### src/rtl/dce_loopback_pkg.sv
// rtl/dce_loopback_pkg.sv - shared types and constants for the DCE loopback endpoint
package dce_loopback_pkg;

    typedef enum logic [1:0] {
        IDLE  = 2'd0,
        START = 2'd1,
        DATA  = 2'd2,
        STOP  = 2'd3
    } uart_state_e;

    localparam int DATA_BITS  = 8;
    localparam int CTS_MARGIN = 4;

endpackage

### src/rtl/dce_loopback_fifo.sv
// rtl/dce_loopback_fifo.sv - synchronous first-word-fall-through byte FIFO, async reset empties it
module dce_loopback_fifo
    import dce_loopback_pkg::*;
#(
    parameter int DEPTH = 16,
    parameter int AW    = $clog2(DEPTH)
) (
    input  logic                 clock,
    input  logic                 reset,
    input  logic                 i_push,
    input  logic [DATA_BITS-1:0] i_data,
    input  logic                 i_pop,
    output logic [DATA_BITS-1:0] o_data,
    output logic                 o_full,
    output logic                 o_empty,
    output logic [AW:0]          o_count
);

    localparam logic [AW:0] FULL_COUNT = (AW+1)'(DEPTH);

    logic [DATA_BITS-1:0] r_mem [DEPTH];
    logic [AW-1:0]        r_wr_ptr;
    logic [AW-1:0]        r_rd_ptr;
    logic [AW:0]          r_count;
    logic                 w_do_push;
    logic                 w_do_pop;

    assign o_full    = (r_count == FULL_COUNT);
    assign o_empty   = (r_count == '0);
    assign o_count   = r_count;
    assign o_data    = r_mem[r_rd_ptr];
    assign w_do_push = i_push && !o_full;
    assign w_do_pop  = i_pop && !o_empty;

    always_ff @(posedge clock) begin
        if (w_do_push) begin
            r_mem[r_wr_ptr] <= i_data;
        end
    end

    // Pointers wrap naturally because DEPTH is a power of two.
    always_ff @(posedge clock or posedge reset) begin
        if (reset) begin
            r_wr_ptr <= '0;
            r_rd_ptr <= '0;
            r_count  <= '0;
        end else begin
            if (w_do_push) r_wr_ptr <= r_wr_ptr + AW'(1);
            if (w_do_pop)  r_rd_ptr <= r_rd_ptr + AW'(1);
            case ({w_do_push, w_do_pop})
                2'b10:   r_count <= r_count + (AW+1)'(1);
                2'b01:   r_count <= r_count - (AW+1)'(1);
                default: r_count <= r_count;
            endcase
        end
    end

endmodule

### src/rtl/dce_loopback.sv
// rtl/dce_loopback.sv - 8N1 UART loopback with RTS/CTS; DCE_LOOPBACK_STATS_EN adds rx/tx/ferr counters
module dce_loopback
    import dce_loopback_pkg::*;
#(
    parameter int CLKS_PER_BIT = 87,
    parameter int FIFO_DEPTH   = 16
) (
    input  logic        clock,
    input  logic        reset,
    input  logic        rts,
    output logic        cts,
    input  logic        txd,
    output logic        rxd,
    output logic [31:0] DBR
`ifdef DCE_LOOPBACK_STATS_EN
    ,
    output logic [15:0] rx_count,
    output logic [15:0] tx_count,
    output logic [15:0] ferr_count
`endif
);

    localparam int              FAW       = $clog2(FIFO_DEPTH);
    localparam logic [31:0]     BIT_LAST  = 32'(CLKS_PER_BIT - 1);
    localparam logic [31:0]     HALF_LAST = 32'(CLKS_PER_BIT / 2 - 1);
    localparam logic [FAW:0]    CTS_LIMIT = (FAW+1)'(FIFO_DEPTH - CTS_MARGIN);
    localparam logic [2:0]      LAST_BIT  = 3'(DATA_BITS - 1);

    logic                 r_txd_s1, r_txd_s2, r_txd_s3;
    uart_state_e          r_rx_state;
    logic [31:0]          r_rx_cnt;
    logic [2:0]           r_rx_bit;
    logic [DATA_BITS-1:0] r_rx_shift;
    uart_state_e          r_tx_state;
    logic [31:0]          r_tx_cnt;
    logic [2:0]           r_tx_bit;
    logic [DATA_BITS-1:0] r_tx_shift;
    logic                 r_rxd;
    logic                 r_cts;

    logic                 w_rx_stop_sample, w_rx_push, w_fifo_push, w_tx_frame_end, w_pop;
    logic                 w_full, w_empty;
    logic [DATA_BITS-1:0] w_fifo_data;
    logic [FAW:0]         w_count;

    assign DBR = 32'(CLKS_PER_BIT);
    assign rxd = r_rxd;
    assign cts = r_cts;

    assign w_rx_stop_sample = (r_rx_state == STOP) && (r_rx_cnt == BIT_LAST);
    assign w_rx_push        = w_rx_stop_sample && r_txd_s2;
    assign w_fifo_push      = w_rx_push && !w_full;
    assign w_tx_frame_end   = (r_tx_state == STOP) && (r_tx_cnt == BIT_LAST);
    // Popping at the last stop-bit cycle lets the next frame follow with no idle gap.
    assign w_pop            = !w_empty && rts && ((r_tx_state == IDLE) || w_tx_frame_end);

    dce_loopback_fifo #(.DEPTH(FIFO_DEPTH)) u_fifo (
        .clock   (clock),
        .reset   (reset),
        .i_push  (w_fifo_push),
        .i_data  (r_rx_shift),
        .i_pop   (w_pop),
        .o_data  (w_fifo_data),
        .o_full  (w_full),
        .o_empty (w_empty),
        .o_count (w_count)
    );

    always_ff @(posedge clock or posedge reset) begin
        if (reset) begin
            r_txd_s1   <= 1'b1;
            r_txd_s2   <= 1'b1;
            r_txd_s3   <= 1'b1;
            r_rx_state <= IDLE;
            r_rx_cnt   <= '0;
            r_rx_bit   <= '0;
            r_rx_shift <= '0;
            r_cts      <= 1'b0;
        end else begin
            r_txd_s1 <= txd;
            r_txd_s2 <= r_txd_s1;
            r_txd_s3 <= r_txd_s2;
            r_cts    <= (w_count <= CTS_LIMIT);
            case (r_rx_state)
                IDLE: if (r_txd_s3 && !r_txd_s2) begin
                    r_rx_state <= START;
                    r_rx_cnt   <= '0;
                end
                START: if (r_rx_cnt == HALF_LAST) begin
                    r_rx_cnt   <= '0;
                    r_rx_bit   <= '0;
                    r_rx_state <= r_txd_s2 ? IDLE : DATA;
                end else begin
                    r_rx_cnt <= r_rx_cnt + 32'd1;
                end
                DATA: if (r_rx_cnt == BIT_LAST) begin
                    r_rx_cnt   <= '0;
                    r_rx_shift <= {r_txd_s2, r_rx_shift[DATA_BITS-1:1]};
                    r_rx_bit   <= r_rx_bit + 3'd1;
                    if (r_rx_bit == LAST_BIT) r_rx_state <= STOP;
                end else begin
                    r_rx_cnt <= r_rx_cnt + 32'd1;
                end
                STOP: if (w_rx_stop_sample) begin
                    r_rx_cnt   <= '0;
                    r_rx_state <= IDLE;
                end else begin
                    r_rx_cnt <= r_rx_cnt + 32'd1;
                end
                default: r_rx_state <= IDLE;
            endcase
        end
    end

    // r_rxd carries the level of the state being occupied, so it lags the pop by one clock.
    always_ff @(posedge clock or posedge reset) begin
        if (reset) begin
            r_tx_state <= IDLE;
            r_tx_cnt   <= '0;
            r_tx_bit   <= '0;
            r_tx_shift <= '0;
            r_rxd      <= 1'b1;
        end else begin
            case (r_tx_state)
                IDLE: begin
                    r_rxd <= 1'b1;
                    if (w_pop) begin
                        r_tx_state <= START;
                        r_tx_cnt   <= '0;
                        r_tx_shift <= w_fifo_data;
                    end
                end
                START: begin
                    r_rxd <= 1'b0;
                    if (r_tx_cnt == BIT_LAST) begin
                        r_tx_cnt   <= '0;
                        r_tx_bit   <= '0;
                        r_tx_state <= DATA;
                    end else begin
                        r_tx_cnt <= r_tx_cnt + 32'd1;
                    end
                end
                DATA: begin
                    r_rxd <= r_tx_shift[0];
                    if (r_tx_cnt == BIT_LAST) begin
                        r_tx_cnt   <= '0;
                        r_tx_shift <= {1'b0, r_tx_shift[DATA_BITS-1:1]};
                        r_tx_bit   <= r_tx_bit + 3'd1;
                        if (r_tx_bit == LAST_BIT) r_tx_state <= STOP;
                    end else begin
                        r_tx_cnt <= r_tx_cnt + 32'd1;
                    end
                end
                STOP: begin
                    r_rxd <= 1'b1;
                    if (w_tx_frame_end) begin
                        r_tx_cnt <= '0;
                        if (w_pop) begin
                            r_tx_state <= START;
                            r_tx_shift <= w_fifo_data;
                        end else begin
                            r_tx_state <= IDLE;
                        end
                    end else begin
                        r_tx_cnt <= r_tx_cnt + 32'd1;
                    end
                end
                default: r_tx_state <= IDLE;
            endcase
        end
    end

`ifdef DCE_LOOPBACK_STATS_EN
    logic [15:0] r_rx_count, r_tx_count, r_ferr_count;
    logic        w_rx_ferr;

    assign w_rx_ferr  = (w_rx_stop_sample && !r_txd_s2) || (w_rx_push && w_full);
    assign rx_count   = r_rx_count;
    assign tx_count   = r_tx_count;
    assign ferr_count = r_ferr_count;

    always_ff @(posedge clock or posedge reset) begin
        if (reset) begin
            r_rx_count   <= '0;
            r_tx_count   <= '0;
            r_ferr_count <= '0;
        end else begin
            if (w_fifo_push)    r_rx_count   <= r_rx_count + 16'd1;
            if (w_tx_frame_end) r_tx_count   <= r_tx_count + 16'd1;
            if (w_rx_ferr)      r_ferr_count <= r_ferr_count + 16'd1;
        end
    end
`endif

endmodule

### config.mk
export PLATFORM = sky130hd
export DESIGN_NAME = dce_loopback
export DESIGN_NICKNAME = d
export VERILOG_FILES = /design/src/rtl/dce_loopback_pkg.sv /design/src/rtl/dce_loopback_fifo.sv /design/src/rtl/dce_loopback.sv
export SDC_FILE = /design/constraint.sdc
export NUM_CORES = 1
export LEC_CHECK = 0
export BUFFER_PORTS_ARGS = -buffer_cell sky130_fd_sc_hd__buf_2
export CAP_MARGIN = 20
export CELL_PAD_IN_SITES_DETAIL_PLACEMENT = 0
export CELL_PAD_IN_SITES_GLOBAL_PLACEMENT = 1
export CORE_ASPECT_RATIO = 1.25
export CORE_MARGIN = 1
export CORE_UTILIZATION = 55
export DETAILED_ROUTE_END_ITERATION = 12
export HOLD_SLACK_MARGIN = 0.06
export PLACE_DENSITY_LB_ADDON = 0.3
export SLEW_MARGIN = 0
export SYNTH_ARGS = -nofsm -noshare
export SYNTH_HDL_FRONTEND = slang
export SYNTH_SLANG_ARGS = --single-unit
export TNS_END_PERCENT = 100
### constraint.sdc
create_clock -name clock -period 7.2 [get_ports clock]
set_clock_uncertainty 0.05 [all_clocks]
set_input_delay 1.8 -clock clock [delete_from_list [all_inputs] [get_ports clock]]
set_output_delay 1.8 -clock clock [all_outputs]
set_load 0.01 [all_outputs]
# == After elaboration in Yosys (flattened, before gate mapping) ==
# Memory sizes are Yosys's and may differ from the RTL's.
# Index checks and enable logic that the tools add are counted.
# classes
n_addsub,8
n_lt_le_gt_ge,1
eq_ne,24
muxes,37
n_reduce_logical,28
# op_table
operator,count
$mux 32,7
$pmux 32 s4,1
$pmux 32 s3,1
$add 32x1->32 const B,2
$eq 32x7->1 const B,2
$eq 32x6->1 const B,1
$mux 8,3
$pmux 8 s3,1
$mux 2,11
$ne 2x2->1 const B,9
$pmux 2 s4,2
$mux 3,4
$pmux 3 s2,2
$eq 2x2->1 const B,5
$pmux 5 s2,1
$reduce_and 5->1,2
$logic_and 1x1->1,9
$reduce_and 3->1,3
$add 4x1->4 const B,2
$add 3x1->3 const B,2
$eq 2x1->1 const B,3
$eq 3x3->1 const B,2
$reduce_bool 2->1,3
$add 5x1->5 const B,1
other kinds (13),19
# word_totals
reg_bits,108
ramBits,128
inputBits,4
output_inout_bits,34
elab_cells,115
n_memories,1
# mem_list
memory,depth,width,read_ports,rd_clocked_by_memory_dff,wr,line_no,rtl
u_fifo.r_mem,16,8,1,0,1,dce_loopback_fifo.sv:21,logic [DATA_BITS-1:0] r_mem [DEPTH];

# == Longest topological paths before layout ==
# Gate-level depths: netlist (run 1).
# depth
word_depth,7
mapped_depth,16
depth_no_buf,15

# == Cells and area by module ==
# Synthesis (run 1) repeated with hierarchy kept, for this count alone.
# hier_totals
hier_cells,900
hier_area_um2,11123.2
# by_module_without_submodules
mod,n_inst,cells_per_inst,area_each_um2
dce_loopback_fifo,1,333,5796.8
dce_loopback,1,567,5326.4

# == Worst setup path before layout (run 1) ==
# OpenSTA, ideal clock, no wires.
# synth_timing
path_kind,input-to-reg
startpoint,input rts
endpoint,register u_fifo.r_count[4] (netlist: u_fifo.o_count[4])
arrival_ps,3905
setup_slack_ps,3166
stages,12
n_path_buf,2
cell_sequence,o21ai_1 > buf_2 > nor2_1 > ha_1 > clkbuf_1 > xor2_1 > ha_1 > o21a_1 > o22a_1 > a21oi_1 > mux2i_1 > xnor2_1
# synth_between
elab_chain_len,5
word_cells_on_any_way,7
# synth_rtl
element,line_no,rtl
"start, declared",dce_loopback.sv:10,"input logic rts,"
$logic_and 1x1->1 * (2 in a row),dce_loopback.sv:55,assign w_pop = !w_empty && rts && ((r_tx_state == IDLE) || w_tx_frame_end);
$logic_and 1x1->1 *,dce_loopback_fifo.sv:33,assign w_do_pop = i_pop && !o_empty;
net u_fifo.w_do_pop,dce_loopback_fifo.sv:26,logic w_do_pop;
$eq 2x1->1 / $eq 2x2->1 (equally long branches),dce_loopback_fifo.sv:50,"case ({w_do_push, w_do_pop})"
$pmux 5 s2 / $reduce_bool 2->1 (equally long branches),n/a,
"end signal, assigned",dce_loopback_fifo.sv:51,2'b10: r_count <= r_count + (AW+1)'(1);
"end signal, assigned",dce_loopback_fifo.sv:52,2'b01: r_count <= r_count - (AW+1)'(1);
"end signal, assigned",dce_loopback_fifo.sv:53,default: r_count <= r_count;
"end, declared",dce_loopback_fifo.sv:24,logic [AW:0] r_count;
# Mark *: on every way through the listed nets, which the timed path passes. The rest lies on a longest branch.
# A chain may end at the register's enable or synchronous reset.

# == Worst setup path after layout (run 1) ==
# layout_timing
startpoint,register r_rx_cnt[0]
endpoint,register u_fifo.r_count[4] (netlist: u_fifo.o_count[4])
# layout_between
elab_chain_len,7
word_cells_on_any_way,9
# layout_rtl
element,line_no,rtl
"start, declared",dce_loopback.sv:31,logic [31:0] r_rx_cnt;
"start signal, assigned",dce_loopback.sv:94,r_rx_cnt <= r_rx_cnt + 32'd1;
"start signal, assigned",dce_loopback.sv:102,r_rx_cnt <= r_rx_cnt + 32'd1;
"start signal, assigned",dce_loopback.sv:108,r_rx_cnt <= r_rx_cnt + 32'd1;
$eq 32x7->1 *,dce_loopback.sv:50,assign w_rx_stop_sample = (r_rx_state == STOP) && (r_rx_cnt == BIT_LAST);
$logic_and 1x1->1 *,dce_loopback.sv:50,
$logic_and 1x1->1 *,dce_loopback.sv:51,assign w_rx_push = w_rx_stop_sample && r_txd_s2;
$logic_and 1x1->1 *,dce_loopback.sv:52,assign w_fifo_push = w_rx_push && !w_full;
$logic_and 1x1->1 *,dce_loopback_fifo.sv:32,assign w_do_push = i_push && !o_full;
$eq 2x1->1 / $eq 2x2->1 (equally long branches),dce_loopback_fifo.sv:50,
$pmux 5 s2 / $reduce_bool 2->1 (equally long branches),n/a,
# Mark *: on every way between the ends. The rest lies on a longest branch, timed or not.

==> results of run 1 <==
==> how the worst max path moves through the flow <==
stage / from / to / slack [ns] / depth (start not counted)
after floorplan: reset / asynchronous set/reset pin / 2.51 / 1
after global placement: rts / u_fifo.o_count[4]$_DFFE_PP0P_ / 3.01 / 12
after detailed placement: rts / u_fifo.o_count[4]$_DFFE_PP0P_ / 2.95 / 12
after CTS: r_rx_cnt[0]$_DFFE_PP0N_ / u_fifo.o_count[4]$_DFFE_PP0P_ / 3.04 / 15
after global routing: r_rx_cnt[0]$_DFFE_PP0N_ / u_fifo.o_count[4]$_DFFE_PP0P_ / 2.57 / 15
final: r_rx_cnt[0]$_DFFE_PP0N_ / u_fifo.o_count[4]$_DFFE_PP0P_ / 3.00 / 15
==> placed cells by master, fill, tap and decap left out, types with 6 or more instances in the layout <==
master	n
and4_1	10
nand4_1	29
nor2_1	44
o21bai_1	7
a221o_1	8
nand3_1	28
and4b_1	8
xor2_1	24
o211ai_1	7
nor4_1	17
and2_1	7
or3_1	6
o22ai_1	7
a221oi_1	17
mux2i_1	35
nor2b_1	9
mux4_2	16
edfxtp_1	128
a31oi_1	7
inv_1	20
nand2_1	62
o21ai_0	24
mux2_2	13
a211oi_1	11
ha_1	22
conb_1	32
nor3_1	8
o31ai_1	14
clkbuf_16	24
a21oi_1	23
a22oi_1	10
dfrtp_1	103
and3_1	14
bufinv_16	6
clkinv_2	9
or4_1	11
buf_4	13
xnor2_1	15
==> power breakdown <==
group          switching [mW]  internal (mW)  total (mW)
logic                   0.122         0.0400       0.162
clock network           0.526          0.827        1.35
registers              0.0229           1.43        1.45
==> metal layers <==
layer	GRT usage, %	vias to the layer above
met3	2.78	38
met1	31.7	3762
met2	39.6	198
li1	-	3480
met4	7.58	0
met5	0	-
==> metrics by stage <==
step                worst slack (ns)  instances  util (%)  power [mW]  hold slack (ns)
finish                          3.00       1207      61.5        2.96            0.308
floorplan                       2.51        952         -        1.59            0.295
global route                    2.57       1207      61.5        3.06            0.309
global placement                3.01       1159      57.1        1.64            0.298
CTS                             3.04       1203      61.3        2.99            0.308
detailed placement              2.95       1159      57.1        1.64            0.299
==> logic make-up (layout without fill, tap and decap cells) <==
group           count (synthesis)  in the layout  share of synthesized area [%]
compound gates                177            177                           11.2
xor+xnor                       39             39                           2.99
fa+ha+maj                      22             22                           2.41
buf+inv                       102             87                           4.70
flops                         236            236                           57.4
mux                            64             64                           7.50
other cells                     2             32                         0.0657
simple gates                  280            280                           13.8
==> sequential cells by signal, summed over array words and instances (netlist names), 4 cells and up, named ones only <==
register,count
r_rx_shift,8
r_tx_cnt,32
u_fifo.o_count,5
r_tx_shift,8
r_rx_cnt,32
u_fifo.r_wr_ptr,4
u_fifo.r_mem,128
u_fifo.r_rd_ptr,4
==> critical path, stage by stage (launching register included) <==
cell and delay [ns]:
dfrtp_1 0.44, inv_1 0.08, ha_1 0.15, nor4b_1 0.38, and4_1 0.34, nand3_1 0.14, nor3_2 0.67, inv_2 0.17
ha_1 0.36, xor2_1 0.19, ha_1 0.23, o21a_1 0.17, o22a_1 0.19, a21oi_1 0.18, mux2i_1 0.24, xnor2_1 0.13
==> layout make-up <==
cell class / instances / area (sq um) / area share (%)
Clock inverter: 19 / 256 / 2.06
Multi-Input combinational cell: 614 / 4470 / 35.9
Inverter: 23 / 88.8 / 0.714
Timing Repair Buffer: 20 / 141 / 1.14
Tap cell: 270 / 338 / 2.71
Clock buffer: 25 / 604 / 4.86
Sequential cell: 236 / 6550 / 52.6
==> results by group, run 1 <==
Logic synthesis
  – Share of the synthesized area in the top cell type: 33.7%
  – Yosys reg bits: 236
  – Sequential area share after synthesis: 57.4%
  – EDFF count, synth: 128
  – Mapped Area: 11,400 sq um
  – Yosys cell types: 75
  – Fraction of synthesis flops using an asynchronous set or reset pin: 45.8%
  – Synth area leaders: edfxtp_1 (34%), dfrtp_1 (23%), mux4_2 (3.2%)
  – Average cell area after synthesis: 12.4 sq um
  – Synth Flop Type: edfxtp_1
  – Ys Warns: 0
  – Mapped Cells: 922
  – Most frequent cell after synthesis: edfxtp_1
  – Synth area leader: edfxtp_1
  – Synth top cells by count: edfxtp_1 (128), dfrtp_1 (104), nand2_1 (62)

Finish
  – Share of layout cells above drive strength 1: 12.2%
  – Total Nets Final: 945
  – Finished Cell Area: 12,400 sq um
  – Area delta synth->final: 8.97%
  – N_diodes: 0
  – Fill count: 1,542

Worst hold path
  – Hold Crit Start: r_txd_s1$_DFF_PP1_
  – Min-Delay Path Depth: 0
  – Worst hold endpoint: r_txd_s2$_DFF_PP1_
  – Class of the tightest hold or removal check: reg2reg

Route
  – Post-Route WL: 24,000 um
  – M1 WL: 10,300 um
  – Vias per cell: 6.20
  – Vias: 7,478
  – Routed len/inst: 19.9 um
  – Metal3 WL: 1080 um
  – DR DRC count: 0
  – Pre-antenna DRT Iters: 5
  – Initial DRC count: 582
  – Routed wire length on met2: 12,100 um
  – Final ANT Viol Nets: 0
  – Top routing layer used: met4

Global routing
  – Vias in the first global route: 7,349
  – Overall Global Routing Usage: 23.5%
  – First-pass GRT wire length: 38,800 um
  – Largest net degree at the start of global routing: 64
  – Overflow left after global routing: 0
  – Initial antenna violation count: 0

Setup path
  – Crit path max fanout: 15
  – Critical Path AT: 4.60 ns
  – Worst EP required: 7.60 ns
  – Reg2reg end: u_fifo.o_count[4]$_DFFE_PP0P_
  – FF-to-FF setup slack: 3.00 ns
  – WS Path Type: reg2reg
  – Cells on worst reg2reg path: 15
  – CP Capture Type: register
  – CP Launch Type: register
  – R2r startpoint: r_rx_cnt[0]$_DFFE_PP0N_

Clocking
  – CTS Buffer Depth: 3
  – Clk Latency, worst-skew pair: 0.53 ns
  – H-Tree Depth: 1
  – Total CTS buffers: 24
  – Cts repair resizes: 0
  – CTS tree: built
  – Post-CTS Setup Bufs: 0
  – Reg clk slew, reported paths: 0.06 ns
  – Clock Tree Root: clkbuf_16
  – CTS sink cnt: 236
  – Hold Buf Count CTS: 0

Floorplanning
  – Die area: 21,400 sq um
  – Die height: 163 um
  – Row count: 58
  – Io pins: 38
  – Initial Util: 56.4%
  – Core Area: 20,200 sq um
  – Die width: 131 um

Placement
  – DP Area: 11,600 sq um
  – Routability congestion estimate: 0.841
  – PortBufs: 5
  – Dpl hpwl: 15,700 um

Pwr
  – Cell area power density: 238 nW/um^2
  – LEAKAGE: 4.38 nW
  – Peak VDD IR: 0.211 mV

Timing
  – Slew Viols, Final: 0
  – RSZ-0062 raised after global routing: no
  – Worst rel slew slack: 33.0%
  – Tcrit/Tclk final: 58.3%
  – Least-Margin Pin Slew: 1.00 ns
  – Final setup viols: 0
  – Final hold violation count: 0
  – Max Clk Rate: 238 MHz
  – Crit path time final: 4.20 ns
  – Total negative slack: 0 ns

Run status
  – Status: finished, final reports clean

Run
  – Max Cap Viol: 0
No activity file was read; power rests on OpenSTA's default activity.
==> run 2, diff against run 1 <==
--- a/config.mk
+++ b/config.mk
@@ -11,7 +11,7 @@
 export CELL_PAD_IN_SITES_GLOBAL_PLACEMENT = 1
 export CORE_ASPECT_RATIO = 1.25
 export CORE_MARGIN = 1
-export CORE_UTILIZATION = 55
+export CORE_UTILIZATION = 51
 export DETAILED_ROUTE_END_ITERATION = 12
 export HOLD_SLACK_MARGIN = 0.06
 export PLACE_DENSITY_LB_ADDON = 0.3
==> constraint.sdc (replaced) <==
create_clock -name clock -period 4.1 [get_ports clock]
set_clock_uncertainty 0.05 [all_clocks]
set_input_delay 1.025 -clock clock [delete_from_list [all_inputs] [get_ports clock]]
set_output_delay 1.025 -clock clock [all_outputs]
set_load 0.01 [all_outputs]
==> results by group, run 2 (synthesized netlist as in run 1, its figures left out) <==
Finish
  – Highest-count cells in the layout ignoring fill and taps: edfxtp_1 (128), dfrtp_1 (103), nand2_1 (62)
  – Top flop regs: u_fifo.r_mem: 128 flops, r_rx_cnt: 32 flops, r_tx_cnt: 32 flops
  – N_diodes: 0 (unchanged)
  – Biggest register: u_fifo.r_mem
  – Util after Layout: 57.2% (-4.2 points)
  – Area delta synth->final: 9.08%
  – Number of flip-flops in the largest register: 128 (unchanged)
  – Share of layout cells above drive strength 1: 12.3% (+0.13 points)
  – Total Nets Final: 951 (+0.63%)
  – Fill count: 1,822 (+18%)
  – Fin cells: 1,222 (+1.2%)
  – Finished Cell Area: 12,500 sq um (+0.10%)
  – Most common cell after layout, fill and taps aside: edfxtp_1

Clocking
  – Clock Tree Root: clkbuf_16
  – Clk Latency, worst-skew pair: 0.53 ns (about the same)
  – Cts repair resizes: 0 (unchanged)
  – Total CTS buffers: 24 (unchanged)
  – Hold Buf Count CTS: 0 (unchanged)
  – H-Tree Depth: 1 (unchanged)
  – CTS tree: built
  – Reg clk slew, reported paths: 0.06 ns (about the same)
  – CTS sink cnt: 236 (unchanged)
  – Post-CTS Setup Bufs: 0 (unchanged)
  – CTS Buffer Depth: 3 (unchanged)

Global routing
  – Top Usage Layer GRT: met2
  – Largest net degree at the start of global routing: 72 (+13%)
  – Overall Global Routing Usage: 21.3% (-2.2 points)
  – GR Util met1: 29.2% (-2.4 points)
  – Overflow left after global routing: 0 (unchanged)
  – First-pass GRT wire length: 38,500 um (-0.87%)
  – Initial antenna violation count: 0 (unchanged)
  – Vias in the first global route: 7,241 (-1.5%)
  – Met3 Usage GRT: 2.63% (-0.16 points)
  – Met2 usage in global routing: 35.6% (-4.0 points)

Timing
  – Crit path time final: 3.62 ns (-0.575 ns)
  – Hold WS: 0.308 ns (+0.000137 ns)
  – Final hold violation count: 0 (unchanged)
  – Final setup viols: 0 (unchanged)
  – Max Clk Rate: 276 MHz (+16%)
  – Total negative slack: 0 ns (unchanged)
  – Worst rel slew slack: 29.9% (-3.2 points)
  – Least-Margin Pin Slew: 1.04 ns (+0.0387 ns)
  – Tcrit/Tclk final: 88.4% (+30 points)
  – Slew Viols, Final: 0 (unchanged)
  – RSZ-0062 raised after global routing: no
  – Final worst setup slack: 0.476 ns (-2.52 ns)

Route
  – Routed len/inst: 19.1 um (-3.8%)
  – Initial DRC count: 497 (-15%)
  – Post-Route WL: 23,400 um (-2.6%)
  – Vias per cell: 5.98 (-3.5%)
  – Vias: 7,307 (-2.3%)
  – Final ANT Viol Nets: 0 (unchanged)
  – Pre-antenna DRT Iters: 7 (+2)
  – DR DRC count: 0 (unchanged)

Floorplanning
  – Row count: 60 (+3.4%)
  – Die width: 136 um (+3.8%)
  – Core Area: 21,800 sq um (+7.5%)
  – Die height: 169 um (+3.8%)
  – Initial Util: 52.5% (-3.9 points)
  – Die area: 23,000 sq um (+7.7%)
  – Io pins: 38 (unchanged)

Placement
  – DP Area: 11,700 sq um (+0.94%)
  – Routability congestion estimate: 0.786 (-6.6%)
  – Placed insts: 1,178 (+1.6%)
  – PortBufs: 5 (unchanged)
  – Setup WS pre-CTS: 0.523 ns (-2.42 ns)
  – Dpl hpwl: 15,500 um (-1.1%)

Worst hold path
  – Class of the tightest hold or removal check: reg2reg

Pwr
  – Cell area power density: 405 nW/um^2 (+70%)
  – Peak VDD IR: 0.317 mV (+51%)
  – LEAKAGE: 4.37 nW (about the same)
  – Power Total: 5.05 mW (+70%)

Setup path
  – Crit path max fanout: 10 (-5)
  – CP Capture Type: register
  – CP Launch Type: register
  – Worst EP required: 4.48 ns (-3.12 ns)
  – Critical Path AT: 4.01 ns (-0.59 ns)
  – WS Path Type: reg2reg

Run status
  – Status: finished, final reports clean

Run
  – Max Cap Viol: 0 (unchanged)
==> run 2: cell type report <==
| class | count | area [sq um] | share of cell area [%] |
|---|---|---|---|
| Sequential cell | 236 | 6550 | 52.6 |
| Inverter | 23 | 88.8 | 0.713 |
| Multi-Input combinational cell | 614 | 4480 | 35.9 |
| Clock buffer | 34 | 688 | 5.52 |
| Clock inverter | 10 | 110 | 0.884 |
| Timing Repair Buffer | 26 | 195 | 1.57 |
| Tap cell | 279 | 349 | 2.80 |
==> run 2: final timing paths <==
check | startpoint | end | slack, ns | cells past startpoint
max in group asynchronous | reset | rxd$_DFF_PP1_ | 2.48 | 3
min in group asynchronous | reset | r_rx_cnt[31]$_DFFE_PP0N_ | 0.65 | 2
setup reg to reg | r_rx_cnt[0]$_DFFE_PP0N_ | u_fifo.o_count[4]$_DFFE_PP0P_ | 0.48 | 15
hold reg to reg | r_txd_s1$_DFF_PP1_ | r_txd_s2$_DFF_PP1_ | 0.31 | 0
hold / removal | r_txd_s1$_DFF_PP1_ | r_txd_s2$_DFF_PP1_ | 0.31 | 0
setup / recovery | r_rx_cnt[0]$_DFFE_PP0N_ | u_fifo.o_count[4]$_DFFE_PP0P_ | 0.48 | 15
==> run 2: critical path, cell delays in order, from the launching register on <==
cell,delay (ns)
dfrtp_1,0.44
inv_1,0.09
ha_1,0.13
nor4b_1,0.37
and4_1,0.32
nand3_1,0.13
nor3_2,0.25
inv_2,0.12
ha_1,0.32
xor2_1,0.19
ha_1,0.22
o21a_1,0.17
o22a_1,0.19
a21oi_1,0.17
mux2i_1,0.23
xnor2_1,0.15
==> run 2: per-layer routing <==
layer | wire length (um) | part of all wire (%) | up-vias
met5 | 0 | 0 | -
met3 | 753 | 3.2 | 38
met1 | 10800 | 46 | 3656
met2 | 11500 | 49 | 115
li1 | - | - | 3498
met4 | 378 | 1.6 | 0
==> run 2: report_power, final <==
| part | switching [mW] | total, mW | internal [mW] |
|---|---|---|---|
| logic | 0.217 | 0.292 | 0.0750 |
| clock network | 0.916 | 2.21 | 1.30 |
| registers | 0.0413 | 2.55 | 2.50 |
==> run 3, diff against run 2 <==
--- a/config.mk
+++ b/config.mk
@@ -7,7 +7,7 @@
 export LEC_CHECK = 0
 export BUFFER_PORTS_ARGS = -buffer_cell sky130_fd_sc_hd__buf_2
 export CAP_MARGIN = 20
-export CELL_PAD_IN_SITES_DETAIL_PLACEMENT = 0
+export CELL_PAD_IN_SITES_DETAIL_PLACEMENT = 1
 export CELL_PAD_IN_SITES_GLOBAL_PLACEMENT = 1
 export CORE_ASPECT_RATIO = 1.25
 export CORE_MARGIN = 1
@@ -19,4 +19,4 @@
 export SYNTH_ARGS = -nofsm -noshare
 export SYNTH_HDL_FRONTEND = slang
 export SYNTH_SLANG_ARGS = --single-unit
-export TNS_END_PERCENT = 100
+export TNS_END_PERCENT = 1
==> results by group, run 3 (synthesized netlist as in run 1, its figures left out) <==
Timing
  – Worst rel slew slack: 35.3% (+5.5 points)
  – Slew Viols, Final: 0 (unchanged)
  – Final setup viols: 0 (unchanged)
  – Least-Margin Pin Slew: 0.961 ns (-0.0814 ns)
  – Tcrit/Tclk final: 93.0% (+4.6 points)
  – Total negative slack: 0 ns (unchanged)
  – Max Clk Rate: 262 MHz (-4.9%)
  – Final hold violation count: 0 (unchanged)
  – Crit path time final: 3.81 ns (+0.188 ns)
  – Hold WS: 0.306 ns (-0.00228 ns)
  – RSZ-0062 raised after global routing: no

Global routing
  – First-pass GRT wire length: 44,800 um (+16%)
  – Vias in the first global route: 8,061 (+11%)
  – Overflow left after global routing: 0 (unchanged)
  – Largest net degree at the start of global routing: 72 (unchanged)
  – Initial antenna violation count: 0 (unchanged)
  – Overall Global Routing Usage: 25.1% (+3.8 points)

Floorplanning
  – Row count: 60 (unchanged)
  – Die width: 136 um (unchanged)
  – Initial Util: 52.5% (unchanged)
  – Die height: 169 um (unchanged)
  – Core Area: 21,800 sq um (unchanged)
  – Die area: 23,000 sq um (unchanged)
  – Io pins: 38 (unchanged)

Run status
  – Status: finished, final reports clean

Setup path
  – Crit path max fanout: 10 (unchanged)
  – CP Capture Type: register
  – Critical Path AT: 4.21 ns (+0.20 ns)
  – Worst EP required: 4.50 ns (+0.02 ns)
  – CP Launch Type: register
  – WS Path Type: reg2reg

Pwr
  – Gate power share: 5.6% (-0.2 points)
  – Sw Share: 23.0% (-0.24 points)
  – NetSw: 1.24 mW (+5.6%)
  – LEAKAGE: 4.43 nW (+1.2%)
  – P_int: 4.14 mW (+7.0%)
  – Clock share of power: 47.1% (+3.3 points)
  – Cell area power density: 427 nW/um^2 (+5.4%)
  – Peak VDD IR: 0.414 mV (+30%)
  – Sequential power share: 47.3% (-3.1 points)
  – Power Total: 5.38 mW (+6.6%)

Route
  – Vias: 7,653 (+4.7%)
  – Vias per cell: 6.24 (+4.4%)
  – Final ANT Viol Nets: 0 (unchanged)
  – DR DRC count: 0 (unchanged)
  – Post-Route WL: 27,400 um (+17%)
  – Pre-antenna DRT Iters: 4 (-3)
  – Initial DRC count: 484 (-2.6%)
  – Routed len/inst: 22.4 um (+17%)

Clocking
  – Clk Latency, worst-skew pair: 0.54 ns (about the same)
  – Clock Tree Root: clkbuf_16
  – Hold Buf Count CTS: 0 (unchanged)
  – CTS sink cnt: 236 (unchanged)
  – H-Tree Depth: 1 (unchanged)
  – Cts repair resizes: 0 (unchanged)
  – Reg clk slew, reported paths: 0.06 ns (about the same)
  – CTS tree: built
  – Post-CTS Setup Bufs: 0 (unchanged)
  – Total CTS buffers: 26 (+8.3%)
  – CTS Buffer Depth: 3 (unchanged)

Placement
  – DP Area: 11,700 sq um (unchanged)
  – PortBufs: 5 (unchanged)
  – Dpl hpwl: 17,900 um (+15%)
  – Placed insts: 1,178 (unchanged)
  – Routability congestion estimate: 0.786 (unchanged)

Finish
  – Fill count: 2,201 (+21%)
  – Share of layout cells above drive strength 1: 13.1% (+0.79 points)
  – Finished Cell Area: 12,600 sq um (+1.2%)
  – Area delta synth->final: 10.4%
  – Top flop regs: u_fifo.r_mem: 128 flops, r_rx_cnt: 32 flops, r_tx_cnt: 32 flops
  – Fin cells: 1,226 (+0.33%)
  – Most common cell after layout, fill and taps aside: edfxtp_1
  – Total Nets Final: 953 (+0.21%)
  – Biggest register: u_fifo.r_mem
  – N_diodes: 0 (unchanged)
  – Number of flip-flops in the largest register: 128 (unchanged)
  – Highest-count cells in the layout ignoring fill and taps: edfxtp_1 (128), dfrtp_1 (103), nand2_1 (62)

Worst hold path
  – Class of the tightest hold or removal check: reg2reg

Run
  – Max Cap Viol: 0 (unchanged)
==> run 3: cell count changes in the layout (fill, tap and decap cells not counted), sizes merged <==
cell | before | now
bufinv | 2 | 5
clkinv | 8 | 5
clkinvlp | 1 | 4
clkbuf | 34 | 35
==> run 3: layout make-up <==
| type | count | area, sq um | area share (%) |
|---|---|---|---|
| clock buffer | 35 | 726 | 5.76 |
| clock inverter | 13 | 215 | 1.71 |
| inverter | 23 | 88.8 | 0.705 |
| multi-input combinational | 614 | 4480 | 35.5 |
| sequential | 236 | 6550 | 52.0 |
| tap | 279 | 349 | 2.77 |
| timing repair buffer | 26 | 195 | 1.55 |
==> run 3: worst max-delay path: stages, from the launching register on <==
cell,delay [ns]
dfrtp_1,0.44
inv_1,0.09
ha_1,0.16
nor4b_1,0.39
and4_1,0.33
nand3_1,0.13
nor3_2,0.28
inv_2,0.14
ha_2,0.28
xor2_1,0.17
ha_1,0.24
o21a_1,0.20
o22a_1,0.20
a21oi_1,0.20
mux2i_1,0.27
xnor2_1,0.15
==> run 3: metal layers <==
metal	track usage (%)	part of all wire (%)
met1	33.0	43
met2	43.5	51
met3	2.87	3.8
met4	7.54	2.2
met5	0	0
==> run 3: final timing paths <==
| path | endpoint | slack [ns] | start | cells past startpoint |
|---|---|---|---|---|
| max in group asynchronous | rxd$_DFF_PP1_ | 2.44 | reset | 3 |
| min in group asynchronous | r_rx_cnt[23]$_DFFE_PP0N_ | 0.66 | reset | 2 |
| worst max-delay path | u_fifo.o_count[4]$_DFFE_PP0P_ | 0.29 | r_rx_cnt[0]$_DFFE_PP0N_ | 15 |
| worst max register to register | u_fifo.o_count[4]$_DFFE_PP0P_ | 0.29 | r_rx_cnt[0]$_DFFE_PP0N_ | 15 |
| worst min-delay path | r_txd_s2$_DFF_PP1_ | 0.31 | r_txd_s1$_DFF_PP1_ | 0 |
| worst min register to register | r_txd_s2$_DFF_PP1_ | 0.31 | r_txd_s1$_DFF_PP1_ | 0 |
==> run 3: power groups by stage <==
stage	Clock, mW	Combinational, mW	Sequential (mW)
2_1_floorplan	0	0.227	2.57
3_3_place_gp	0	0.294	2.59
3_5_place_dp	0	0.302	2.59
4_1_cts	2.58	0.305	2.55
5_1_grt	2.65	0.332	2.55
6_report	2.53	0.303	2.55
==> run 3: metrics by stage <==
stage,util (%),setup WS (ns)
2_1_floorplan,-,0.186
3_3_place_gp,53.6,0.572
3_5_place_dp,53.6,0.379
4_1_cts,57.9,0.186
5_1_grt,57.9,0.0288
6_report,57.9,0.288
